--- src/rtl/uart_fifo_tx.sv ---
// rtl/uart_fifo_tx.sv - 8N1 UART transmitter draining a byte FIFO via one-cycle read requests
module uart_fifo_tx #(
    parameter int CLKS_PER_BIT = 434
) (
    input  logic       CLK,
    input  logic       RST,
    input  logic       EN,
    input  logic       FE,
    input  logic [7:0] DI,
    output logic       RREQ,
    output logic       TX,
    output logic       BUSY
);

    localparam int CW = $clog2(CLKS_PER_BIT);
    localparam logic [CW-1:0] BAUD_LAST = CW'(CLKS_PER_BIT - 1);

    typedef enum logic [2:0] {IDLE, REQ, LOAD, START, DATA, STOP} state_t;

    state_t        state, state_next;
    logic [CW-1:0] baud_cnt, baud_next;
    logic [2:0]    bit_cnt, bit_next;
    logic [7:0]    shift, shift_next;
    logic          tx_q, tx_next;
    logic          bit_end;

    assign bit_end = (baud_cnt == BAUD_LAST);

    always_comb begin
        state_next = state;
        baud_next  = baud_cnt;
        bit_next   = bit_cnt;
        shift_next = shift;
        tx_next    = 1'b1;

        if (state == START || state == DATA || state == STOP) begin
            baud_next = bit_end ? '0 : baud_cnt + CW'(1);
        end

        case (state)
            IDLE:  if (EN && !FE) state_next = REQ;
            REQ:   state_next = LOAD;
            LOAD: begin
                shift_next = DI;
                baud_next  = '0;
                bit_next   = '0;
                state_next = START;
            end
            START: if (bit_end) state_next = DATA;
            DATA: begin
                if (bit_end) begin
                    shift_next = {1'b0, shift[7:1]};
                    bit_next   = bit_cnt + 3'd1;
                    if (bit_cnt == 3'd7) state_next = STOP;
                end
            end
            STOP:  if (bit_end) state_next = IDLE;
            default: state_next = IDLE;
        endcase

        // TX is registered from the line value of the state being entered
        case (state_next)
            START:   tx_next = 1'b0;
            DATA:    tx_next = shift_next[0];
            default: tx_next = 1'b1;
        endcase
    end

    always_ff @(posedge CLK) begin
        if (RST) begin
            state    <= IDLE;
            baud_cnt <= '0;
            bit_cnt  <= '0;
            shift    <= '0;
            tx_q     <= 1'b1;
        end else begin
            state    <= state_next;
            baud_cnt <= baud_next;
            bit_cnt  <= bit_next;
            shift    <= shift_next;
            tx_q     <= tx_next;
        end
    end

    assign RREQ = (state == REQ);
    assign BUSY = (state != IDLE);
    assign TX   = tx_q;

endmodule

--- config.mk ---
export PLATFORM = sky130hd
export DESIGN_NAME = uart_fifo_tx
export DESIGN_NICKNAME = d
export VERILOG_FILES = /design/src/rtl/uart_fifo_tx.sv
export SDC_FILE = /design/constraint.sdc
export NUM_CORES = 1
export LEC_CHECK = 0
export CAP_MARGIN = 15
export CORE_ASPECT_RATIO = 0.7
export CORE_MARGIN = 4
export CORE_UTILIZATION = 25
export CTS_CLUSTER_SIZE = 14
export DETAILED_ROUTE_END_ITERATION = 12
export SLEW_MARGIN = 40
export SYNTH_ARGS = -nofsm -noshare
export SYNTH_HDL_FRONTEND = slang
export SYNTH_SLANG_ARGS = --single-unit
--- constraint.sdc ---
create_clock -name CLK -period 2.2 [get_ports CLK]
set_clock_uncertainty 0.05 [all_clocks]
set_input_delay 0.66 -clock CLK [delete_from_list [all_inputs] [get_ports CLK]]
set_output_delay 0.66 -clock CLK [all_outputs]
set_load 0.05 [all_outputs]
== Word level (Yosys, flattened, before mapping) ==
Index checks and enable logic that the tools add are counted.

* Input bits: 12
* Word-level logic and storage cells: 39
* Flip-flop bits (word level): 24
* Output and inout port bits: 3

* Multiplexer cells: 12
* Equal/unequal tests: 10
* Add/subtract/negate cells: 2
* Reduce and logical (&&, ||, !) cells: 9

{| class="wikitable"
|+ Operators by type and width
! kind !! count
|-
| 3-bit two-way mux || 6
|-
| 3-bit case mux with 6 select lines || 1
|-
| 8-bit case mux with 2 select lines || 1
|-
| 3-bit == test, second input constant || 4
|-
| 9-bit by 1-bit adder with 9-bit output, second input constant || 1
|-
| 3-bit by 2-bit == test with 1-bit output, second input constant || 3
|-
| 9-bit == test, second input constant || 1
|-
| 9-bit two-way mux || 1
|-
| 8-bit two-way mux || 1
|-
| 3-bit case mux with 2 select lines || 1
|-
| 3-bit by 1-bit adder with 3-bit output, second input constant || 1
|-
| 3-bit by 1-bit == test with 1-bit output, second input constant || 1
|-
| 3-bit zero test || 1
|-
| 3-bit nonzero test || 1
|-
| 1-bit logical OR || 2
|-
| 2-bit != test, second input constant || 1
|-
| 1-bit case mux with 2 select lines || 1
|-
| 2-bit AND reduction || 1
|-
| 2-bit nonzero test || 1
|-
| 2-bit OR reduction || 1
|-
| 1-bit logical AND || 1
|-
| 1-bit zero test || 1
|}

== Longest topological paths before layout ==
Gate-level depths: netlist of the first run.

* Depth in word-level cells: 6
* Depth in mapped cells: 8
* Gate-level depth less buffers: 6

== Worst setup path before layout of the first run ==
OpenSTA, ideal clock, no wires.

* Kind: reg2out
* Start point: register state[0]
* End point: output port RREQ
* Slack: -0.174 ns
* Arrival: 1.664 ns
* Buffers on the path: 1
* Cell stages (with the launch flop): 3
* Data required time: 1.490 ns
* Cell sequence: dfxtp_1 buf_2 nor3b_1

* Longest elaborated chain between the ends: 1

{| class="wikitable"
|+ RTL lines
! item !! line !! text
|-
| start, declared || 20 || <nowiki>state_t state, state_next;</nowiki>
|-
| start signal, assigned || 77 || <nowiki>state <= state_next;</nowiki>
|-
| 3-bit by 1-bit == test with 1-bit output || 85 || <nowiki>assign RREQ = (state == REQ);</nowiki>
|-
| end, declared || 10 || <nowiki>output logic RREQ,</nowiki>
|}

No other way between the ends.

== Worst setup path after layout of the first run ==
* Start point: register tx_q, in the netlist TX
* End point: output port TX

{| class="wikitable"
|+ RTL lines
! item !! line !! text
|-
| start, declared || 24 || <nowiki>logic tx_q, tx_next;</nowiki>
|-
| start signal, assigned || 81 || <nowiki>tx_q <= tx_next;</nowiki>
|-
| end, declared || 11 || <nowiki>output logic TX,</nowiki>
|}

No word-level cell between the ends.

==> impl_results.md, run 1 <==
- Port buffer count: 14
- Area fraction of the dominant cell type after synthesis: 38.0%
- Routability cong.: 0.752
- Part of the power in the clock network: approximately 40%
- Slew @ Worst Pin: around 0.6 ns
- Layout cell share with drive strength beyond 1: 8.00%
- Max stage delay on crit path: 0.79 ns
- Total via count in the routed design: 1023
- Final non-filler cell total: 219
- Leak pwr: 0.505 nW
- Initial antenna violation count: 0
- Antenna fix cells: 0
- Share of total power in combinational logic: 12.4%
- Cell-internal power: 0.747 mW
- Critical path startpoint category: flip-flop
- Critical path start-end classification: reg -> out
- Cells after Synth: 140
- Die area: 0.00627 mm²
- Effective utilization at floorplan: a little over a quarter
- Worst min-delay path endpoint: shift[4]$_SDFFE_PP0P_
- Synthesized net count: 156
- Most repeated cell in the gate-level netlist after synthesis: sky130_fd_sc_hd__dfxtp_1
- Average wire per standard cell: 11.9 µm
- Worst-case reg-to-reg path depth: 4
- Global-route wire length before repair: approximately 4400 µm
- Post-layout net count: 167
- Netlist area before placement: about 0.0013 mm²
- Maximum vdd drop: about 0.27 mV
- Row count: 21
- Required time of the worst setup path: 1.49 ns
- Count of nets left with antenna violations after detail routing: 0
- Hold WC Path Type: reg -> reg
- Number of enable-type register cells in the synthesized netlist: 0
- Number of distinct library cells after synthesis: 43
- Root buffer cell: sky130_fd_sc_hd__clkbuf_8
- Top achievable clock speed: 0.481 GHz
- Switching Fraction: 22.5%
- Reg-to-reg critical path endpoint: shift[7]$_SDFFE_PP0P_
- Top_reg_cell synth: sky130_fd_sc_hd__dfxtp_1
- Number of hold-repair buffers added at the cts stage: 0
- Post-synthesis sequential element count: 24
- Standard cell with the maximum stage delay on the critical path: sky130_fd_sc_hd__clkdlybuf4s50_1
- Count of final max-slew check failures: 0
- Post-layout util: 31.4%
- Setup TNS after final layout: 0 ns
- CTS sink cnt: 24
- Final hold violation count: 0
- Overall Global Routing Usage: 8.65%
- Number of fill cells in the layout: 517
- Cells along the critical path: clkdlybuf4s50_1
- Post-layout minimum cycle time: 2.08 ns
- Vias/cell: ~4.7
- Hold path startpoint: shift[4]$_SDFFE_PP0P_
- Worst slew slack as a fraction of its limit: about three fifths
- Power Dens Cells: 635 mW/mm²
- Cells resized by post-CTS repair: 0
- Sequential fraction of the synthesis area: 38.0%
- Layout-stage area growth over the synthesis result: 20.0%
- Worst reg2reg setup slack: 0.39 ns
- Synth warnings: 0
- Cell type with the highest aggregate area in the netlist: sky130_fd_sc_hd__dfxtp_1
- Hpwl dp: between 1500 and 2000 µm
- Max Cap Violations: 0
- Arrival time of the worst setup path: 1.37 ns
- Worst Hold Path Cells: 2
- Die outline height: 67.5 µm
- Clock slew at the register clock pins of the worst setup and hold paths: ~0.09 ns
- Maximum fanout count along the critical path: 1
- Fraction of the cycle the final worst path needs: 94.6%
- Count of routing violations after the opening detailed-route iteration: 67
- Sum of overflow across all layers after global routing: 0
- Reg area: about 480 µm²
- Reported net switching power: roughly 0.22 mW
- Clock network latency to the later pin of the worst-skew pair: 0.27 ns
- Biggest area contributors in the synthesized netlist: sky130_fd_sc_hd__dfxtp_1 (38%), sky130_fd_sc_hd__nand3_1 (5.9%), sky130_fd_sc_hd__a21oi_1 (5.5%)
- Endpoint kind of the worst setup timing path: output port
- Top post-synthesis cells by count: sky130_fd_sc_hd__dfxtp_1 (24), sky130_fd_sc_hd__nand3_1 (15), sky130_fd_sc_hd__a21oi_1 (14)
- TritonCTS clock tree: yes
- Largest net degree at the start of global routing: 15
- Area of the core region: around 0.0048 mm²
- Via count of the first global-routing pass: 928
- Final-report setup violation count: 0
- Die outline width: 93.0 µm
- Residual DRC: 0
- Setup repair after global routing missed its margin: false
- Share of total power in sequential cells: 47.8%
- Length of the first detailed-routing pass in iterations: 4
- Clock buffers created by TritonCTS: 3
- Total wire length after detailed routing: 2600 µm
- Boundary Pins: 15
- Cell family contributing the most delay on the critical path: buffers and inverters
- Total placed cells including tap cells: approximately 220
- Synthesized area per cell: 9.03 µm²
- Combined area of the multi-input logic cells: 708 µm²
- Smallest hold slack: 0.420 ns
- Crit path buffers/inverters: 1
- H-tree depth: 1
- R2r startpoint: state[2]$_SDFF_PP0_
- Setup bufs post-CTS: 0
- Maximum clock insertion buffer count: 2
- Post-synthesis async set-or-reset flop share: 0%
- Run status: completed
==> per-layer routing <==
| metal | up-vias | global-route usage [%] | wire length (µm) |
|---|---|---|---|
| met4 | 0 | 1.65 | 19 |
| met1 | 461 | 13.1 | 1470 |
| met5 | - | 0 | 0 |
| li1 | 545 | - | - |
| met2 | 15 | 12.0 | 1020 |
| met3 | 2 | 2.45 | 92 |
==> worst register-to-register path: stages (launching register included) <==
cell                      delay, ns
sky130_fd_sc_hd__dfxtp_1       0.52
sky130_fd_sc_hd__nor3b_1       0.44
sky130_fd_sc_hd__nand3_1       0.39
sky130_fd_sc_hd__nand3_1       0.20
sky130_fd_sc_hd__a21oi_1       0.08
==> layout make-up <==
cell class / instances / share of cell area, %
Multi-Input combinational cell: 104 / 46.7
Timing Repair Buffer: 16 / 10.7
Tap cell: 69 / 5.69
Inverter: 2 / 0.495
Clock buffer: 3 / 2.72
Sequential cell: 24 / 31.7
Clock inverter: 1 / 1.98
==> logic make-up (layout without fill, tap and decap cells) <==
family / count (synthesis) / after routing / share of synthesized area (%)
AND/OR/NAND/NOR: 55 / 55 / 25.1
AO/OA/AOI/OAI: 39 / 39 / 22.4
flip-flops: 24 / 24 / 38.0
buffers and inverters: 12 / 22 / 6.34
XOR/XNOR: 6 / 6 / 4.16
adder cells (fa/ha/maj): 4 / 4 / 3.96
==> state kept, by name, indices dropped and copies added, names as in the netlist <==
signal    count
TX            1
baud_cnt      9
bit_cnt       3
shift         8
state         3
==> layout by cell type (no fill, tap or decap), types with 2 or more instances in the layout <==
cell,instances
sky130_fd_sc_hd__or3_1,3
sky130_fd_sc_hd__nor2_1,11
sky130_fd_sc_hd__nand2_1,5
sky130_fd_sc_hd__a41o_1,2
sky130_fd_sc_hd__o21ai_0,4
sky130_fd_sc_hd__dfxtp_1,24
sky130_fd_sc_hd__clkdlybuf4s50_1,12
sky130_fd_sc_hd__a211oi_1,2
sky130_fd_sc_hd__nand2b_1,2
sky130_fd_sc_hd__nand4_1,2
sky130_fd_sc_hd__a22oi_1,6
sky130_fd_sc_hd__ha_1,4
sky130_fd_sc_hd__a311oi_1,2
sky130_fd_sc_hd__nor2b_1,3
sky130_fd_sc_hd__nor3b_1,2
sky130_fd_sc_hd__buf_4,3
sky130_fd_sc_hd__a21oi_1,14
sky130_fd_sc_hd__nand3_1,15
sky130_fd_sc_hd__xor2_1,3
sky130_fd_sc_hd__clkbuf_8,3
sky130_fd_sc_hd__xnor2_1,3
sky130_fd_sc_hd__inv_1,2
==> power groups by stage <==
| stage | combinational, mW | sequential (mW) | clock, mW |
|---|---|---|---|
| detailed placement | 0.119 | 0.471 | 0 |
| CTS | 0.120 | 0.460 | 0.397 |
| global route | 0.129 | 0.463 | 0.419 |
| floorplan | 0.0782 | 0.465 | 0 |
| global placement | 0.120 | 0.470 | 0 |
| finish | 0.119 | 0.461 | 0.383 |
==> per-stage QoR <==
stage / instance area, µm² / setup WS (ns) / total power [mW]
2_1_floorplan: 1270 / 0.326 / 0.543
3_3_place_gp: 1450 / 0.285 / 0.591
3_5_place_dp: 1450 / 0.276 / 0.590
4_1_cts: 1520 / 0.105 / 0.977
5_1_grt: 1520 / 0.0730 / 1.01
6_report: 1520 / 0.119 / 0.963
==> worst max-delay path by stage <==
stage	cells past startpoint	end	from
floorplan	2	RREQ	state[0]$_SDFF_PP0_
global placement	5	TX$_SDFF_PP1_	EN
detailed placement	5	TX$_SDFF_PP1_	EN
CTS	1	TX	TX$_SDFF_PP1_
global route	1	TX	TX$_SDFF_PP1_
finish	1	TX	TX$_SDFF_PP1_
Power figures use the tool's default switching activity.
==> run 2, diff against run 1 <==
--- a/config.mk
+++ b/config.mk
@@ -9,6 +9,7 @@
 export CORE_ASPECT_RATIO = 0.7
 export CORE_MARGIN = 4
 export CORE_UTILIZATION = 25
+export CTS_BUF_LIST = sky130_fd_sc_hd__clkbuf_16
 export CTS_CLUSTER_SIZE = 14
 export DETAILED_ROUTE_END_ITERATION = 12
 export SLEW_MARGIN = 40
==> run 2 against run 1 <==
Critical endpoint unchanged. Final cell count unchanged. Critical path depth unchanged. Clock power increased by 36%. Via count is 1.5% higher. Worst hold slack worse by 0.0037 ns. Combinational power is essentially flat. Wire length shrank 0.31%. Non-clock buffer count stayed put. Die area is the same. Worst setup slack better by 0.014 ns.
==> impl_results.md, run 2 (synthesis gave the netlist of run 1 again) <==
- Most common cell after layout, fill and taps aside: sky130_fd_sc_hd__dfxtp_1
- CTS sink cnt: 24 (unchanged)
- Worst-case reg-to-reg path depth: 4 (unchanged)
- Register bank with the most flops: baud_cnt
- Area of the core region: 0.00483 mm² (unchanged)
- Initial antenna violation count: 0 (unchanged)
- Row count: 21 (unchanged)
- Critical path startpoint category: flip-flop
- Boundary Pins: 15 (unchanged)
- Top library cells by usage in the layout, fill and taps aside: sky130_fd_sc_hd__dfxtp_1 (24), sky130_fd_sc_hd__nand3_1 (15), sky130_fd_sc_hd__a21oi_1 (14), sky130_fd_sc_hd__clkdlybuf4s50_1 (12), sky130_fd_sc_hd__nor2_1 (11)
- Share of total power in sequential cells: 41.9% (-5.9 points)
- Count of nets left with antenna violations after detail routing: 0 (unchanged)
- Post-layout net count: 167 (unchanged)
- Detail Route met2 WL: 1040 µm (+1.6%)
- Share of total power in combinational logic: 10.8% (-1.6 points)
- Port buffer count: 14 (unchanged)
- Final-report setup violation count: 0 (unchanged)
- Residual DRC: 0 (unchanged)
- Cells resized by post-CTS repair: 0 (unchanged)
- Clock buffers created by TritonCTS: 3 (unchanged)
- Largest net degree at the start of global routing: 15 (unchanged)
- Die outline height: 67.5 µm (unchanged)
- Leak pwr: 0.520 nW (+3.1%)
- Length of routed wiring on met1: 1430 µm (-2.3%)
- Routability cong.: 0.752 (unchanged)
- H-tree depth: 1 (unchanged)
- Clock slew at the register clock pins of the worst setup and hold paths: 0.07 ns (-0.02 ns)
- Antenna fix cells: 0 (unchanged)
- Via count of the first global-routing pass: 920 (-0.86%)
- Average wire per standard cell: 11.8 µm (-0.31%)
- Layout cell share with drive strength beyond 1: 8.00% (unchanged)
- Required time of the worst setup path: 1.49 ns (about the same)
- Count of routing violations after the opening detailed-route iteration: 37 (-45%)
- Count of final max-slew check failures: 0 (unchanged)
- Reported net switching power: 0.236 mW (+8.8%)
- Power Dens Cells: 710 mW/mm² (+12%)
- Clock network latency to the later pin of the worst-skew pair: 0.26 ns (about the same)
- Hpwl dp: 1910 µm (unchanged)
- Worst slew slack as a fraction of its limit: 57.8% (-1.9 points)
- Setup bufs post-CTS: 0 (unchanged)
- Arrival time of the worst setup path: 1.36 ns (about the same)
- Total length of routed met3 wires: 100 µm (+8.7%)
- Hold path startpoint: shift[4]$_SDFFE_PP0P_
- Total Power: 1.10 mW (+14%)
- Setup TNS after final layout: 0 ns (unchanged)
- Reg-to-reg critical path endpoint: shift[7]$_SDFFE_PP0P_
- Fraction of the cycle the final worst path needs: 93.9% (-0.66 points)
- Effective utilization at floorplan: 26.1% (unchanged)
- Final hold violation count: 0 (unchanged)
- R2r startpoint: state[2]$_SDFF_PP0_
- Maximum vdd drop: 0.340 mV (+26%)
- Vias/cell: 4.74 (+1.5%)
- TritonCTS clock tree: yes
- Die outline width: 93.0 µm (unchanged)
- Hold WC Path Type: reg -> reg
- Critical path start-end classification: reg -> out
- Number of fill cells in the layout: 513 (-0.77%)
- Total via count in the routed design: 1038 (+1.5%)
- Post-layout minimum cycle time: 2.07 ns (-0.0144 ns)
- Total wire length after detailed routing: 2590 µm (-0.31%)
- Cells along the critical path: clkdlybuf4s50_1
- Sum of overflow across all layers after global routing: 0 (unchanged)
- Worst reg2reg setup slack: 0.39 ns (about the same)
- Setup repair after global routing missed its margin: false
- Largest registers: baud_cnt x9, shift x8
- Crit path buffers/inverters: 1 (unchanged)
- Worst Hold Path Cells: 2 (unchanged)
- Top achievable clock speed: 0.484 GHz (+0.70%)
- Global-route wire length before repair: 4300 µm (-2.2%)
- Die area: 0.00627 mm² (unchanged)
- Max Used Layer: met4
- Worst min-delay path endpoint: shift[4]$_SDFFE_PP0P_
- Maximum clock insertion buffer count: 2 (unchanged)
- Number of hold-repair buffers added at the cts stage: 0 (unchanged)
- Part of the power in the clock network: 47.3% (+7.5 points)
- Standard cell with the maximum stage delay on the critical path: sky130_fd_sc_hd__clkdlybuf4s50_1
- Maximum fanout count along the critical path: 1 (unchanged)
- Combined area of the multi-input logic cells: 708 µm² (unchanged)
- Run status: completed
- Root buffer cell: sky130_fd_sc_hd__clkbuf_16
- Layout-stage area growth over the synthesis result: 22.7%
- Cell family contributing the most delay on the critical path: buffers and inverters
- Cell-internal power: 0.866 mW (+16%)
- Max Cap Violations: 0 (unchanged)
- Endpoint kind of the worst setup timing path: output port
- Slew @ Worst Pin: 0.630 ns (+0.0286 ns)
- Max stage delay on crit path: 0.79 ns (about the same)
- Max FFs per register: 9 (unchanged)
- Overall Global Routing Usage: 8.48% (-0.17 points)
- Switching Fraction: 21.4% (-1.1 points)
- Reg area: 480 µm² (unchanged)
- Length of the first detailed-routing pass in iterations: 4 (unchanged)
run 2: cell types whose count changed in the layout (fill, tap and decap cells not counted):
cell / previous run / this run
sky130_fd_sc_hd__clkbuf_16: 0 / 3
sky130_fd_sc_hd__clkbuf_8: 3 / 0
run 2: layout make-up:
| class | instances | area share [%] |
|---|---|---|
| multi-input cells | 104 | 45.7 |
| clock inverters | 1 | 1.94 |
| well taps | 69 | 5.57 |
| flip-flops and latches | 24 | 31.0 |
| clock buffers | 3 | 4.84 |
| repair buffers | 16 | 10.5 |
| inverters | 2 | 0.484 |
run 2: worst register-to-register path: stages, from the launching register on:
cell and delay, ns:
sky130_fd_sc_hd__dfxtp_1 0.52, sky130_fd_sc_hd__nor3b_1 0.43, sky130_fd_sc_hd__nand3_1 0.40, sky130_fd_sc_hd__nand3_1 0.21
sky130_fd_sc_hd__a21oi_1 0.08
run 2: worst max-delay path by stage:
stage                              from             to  slack, ns  cells after the start
floorplan           state[0]$_SDFF_PP0_           RREQ       0.33                      2
global placement                     EN  TX$_SDFF_PP1_       0.28                      5
detailed placement                   EN  TX$_SDFF_PP1_       0.28                      5
CTS                       TX$_SDFF_PP1_             TX       0.13                      1
global route              TX$_SDFF_PP1_             TX       0.10                      1
finish                    TX$_SDFF_PP1_             TX       0.13                      1
run 2: per-stage QoR:
stage                     cells  hold slack [ns]  utilization [%]  area, µm²  worst slack (ns)
after detailed placement    215            0.408             29.9       1450             0.276
after floorplan             140            0.398                -       1270             0.326
after global placement      215            0.407             29.9       1450             0.285
after global routing        219            0.436             32.1       1550             0.105
after CTS                   219            0.417             32.1       1550             0.127
final                       219            0.417             32.1       1550             0.134
run 2: metal layers:
metal,GRT usage (%),up-vias
met5,0,-
li1,-,543
met1,13.0,477
met2,11.6,16
met4,1.65,0
met3,2.45,2
run 2: power by group through the flow:
stage / logic, mW / registers (mW) / clock network, mW
after floorplan: 0.0782 / 0.465 / 0
after global placement: 0.120 / 0.470 / 0
after detailed placement: 0.119 / 0.471 / 0
after CTS: 0.119 / 0.461 / 0.530
after global routing: 0.129 / 0.462 / 0.551
final: 0.119 / 0.461 / 0.521
==> RTL change: new RTL, flow settings as in run 1 <==
Put a register stage on the outputs `RREQ` and `BUSY`, cleared by the reset. The values now appear one clock later. The other outputs are not delayed to match.
--- a/src/rtl/uart_fifo_tx.sv
+++ b/src/rtl/uart_fifo_tx.sv
@@ -82,8 +82,15 @@
         end
     end
 
-    assign RREQ = (state == REQ);
-    assign BUSY = (state != IDLE);
+    always_ff @(posedge CLK) begin
+        if (RST) begin
+            RREQ <= '0;
+            BUSY <= '0;
+        end else begin
+            RREQ <= (state == REQ);
+            BUSY <= (state != IDLE);
+        end
+    end
     assign TX   = tx_q;
 
 endmodule
Function: changed (Yosys sat finds a counterexample within 4 cycles, from zero or initial values and one cycle with RST high).
==> RTL change against run 1 <==
Cell area rose by 3.5%. Sequential share of layout area grew 1.5 points. Sequential cell count is 2 higher. Wire length up 10%. Total power shrank 9.3%. Area after synthesis grew 5.7%. Setup slack worse by 0.0051 ns. Highest routed layer unchanged.
==> RTL change: results <==
[clock_network]
cts_root_buffer = clkbuf_8
clk_latency_ns = 0.27
cts_setup_buffers = 0
cts_buffers = 3
clock_path_buffers = 2
clkTransAtPathRegs_ns = 0.09
post_cts_resized = 0
htreeDepth = 1

[timing]
relSlewSlack_pct = 58.9
slew_violations = 0

[worst_setup_path]
cpPeakStageDelay_ns = 0.79
cp.arrival_ns = 1.38
crit_fanout = 1
crit_slowest_cell = clkdlybuf4s50_1
path_delay_family = buffers and inverters

[finish]
diodes = 0
drive_gt1_share_pct = 11.5
largest-register = baud_cnt
biggestRegsByFlops = baud_cnt (9), shift (8)
nets = 174

[routing]
drtIter0Drc = 86
routed-via-count = 1072
first_pass_iters = 4
drt-total-wl_um = 2860

[synthesis]
yosys_warnings = 0
synthAdderAreaFrac_pct = 3.75
yosysSeqAreaShare_pct = 39.0
synth.cells.most_frequent = 26 x dfxtp_1, 15 x nor2_1, 13 x a21oi_1
synth-xor-area-share_pct = 5.24
muxShareOfSynthArea_pct = 0
synth.distinct_cells = 41
synth_compound_area_share_pct = 19.9
syn_nets = 158
async_reset_ff_share_pct = 0
ys.flop_type = dfxtp_1
ys_top_cells_by_area = dfxtp_1 39%, a21oi_1 4.9%, nor2_1 4.2%

[placement]
place.gp.congestion = 0.720
port_buffers = 14
place_area_um2 = 1530
post-dp-hpwl_um = 2060
post-place-ws_ns = 0.274

[outcome]
outcome = finished, final reports clean

[power_and_ir_drop]
peakVddDrop_mv = 0.419
leakage_nw = 0.555

[global_route]
grt_pass1_vias = 1016
grt_max_degree = 14
grt_antenna_before_repair = 0
grt_pass1_wl_um = 5060
track_usage_pct = 9.47

[min_path]
hold_class = reg2reg
==> RTL change: metal layers <==
layer,track usage (%),vias to the layer above,wire length (um),share of wire [%]
met4,3.47,0,50,1.7
met3,2.71,4,111,3.9
met5,0,-,0,0
li1,-,550,-,-
met1,14.2,496,1580,55
met2,12.6,22,1120,39
==> RTL change: final cells by class <==
class                   instances  area, um2
clock buffers                   3       41.3
fillers                       502       3400
inverters                       4       15.0
multi-input cells             104        732
flip-flops and latches         26        520
well taps                      69       86.3
repair buffers                 19        175
==> RTL change: through the flow <==
step / hold WS, ns / util [%] / cells
final: 0.417 / 31.6 / 225
after global routing: 0.454 / 31.6 / 225
after CTS: 0.424 / 31.6 / 225
after detailed placement: 0.411 / 30.8 / 222
after global placement: 0.407 / 30.8 / 222
after floorplan: 0.394 / - / 142
==> RTL change: cells by family after synthesis <==
kind of cell / after synthesis
compound gates: 35
xor+xnor: 8
fa+ha+maj: 4
buf+inv: 12
flops: 26
simple gates: 57
==> RTL change: power breakdown <==
part | total [W] | switching, W | internal (W)
logic | 0.000107 | 0.0000549 | 0.0000519
registers | 0.000502 | 0.0000168 | 0.000485
clock network | 0.000265 | 0.000143 | 0.000123
total | 0.000873 | 0.000214 | 0.000659
==> RTL change: path summary, 6_finish.rpt <==
check / cells past startpoint / end / slack [ns] / start
worst max-delay path: 1 / BUSY / 0.11 / BUSY
worst min-delay path: 2 / shift[4] / 0.42 / shift[4]
worst max register to register: 4 / TX / 0.30 / state[1]
worst min register to register: 2 / shift[4] / 0.42 / shift[4]
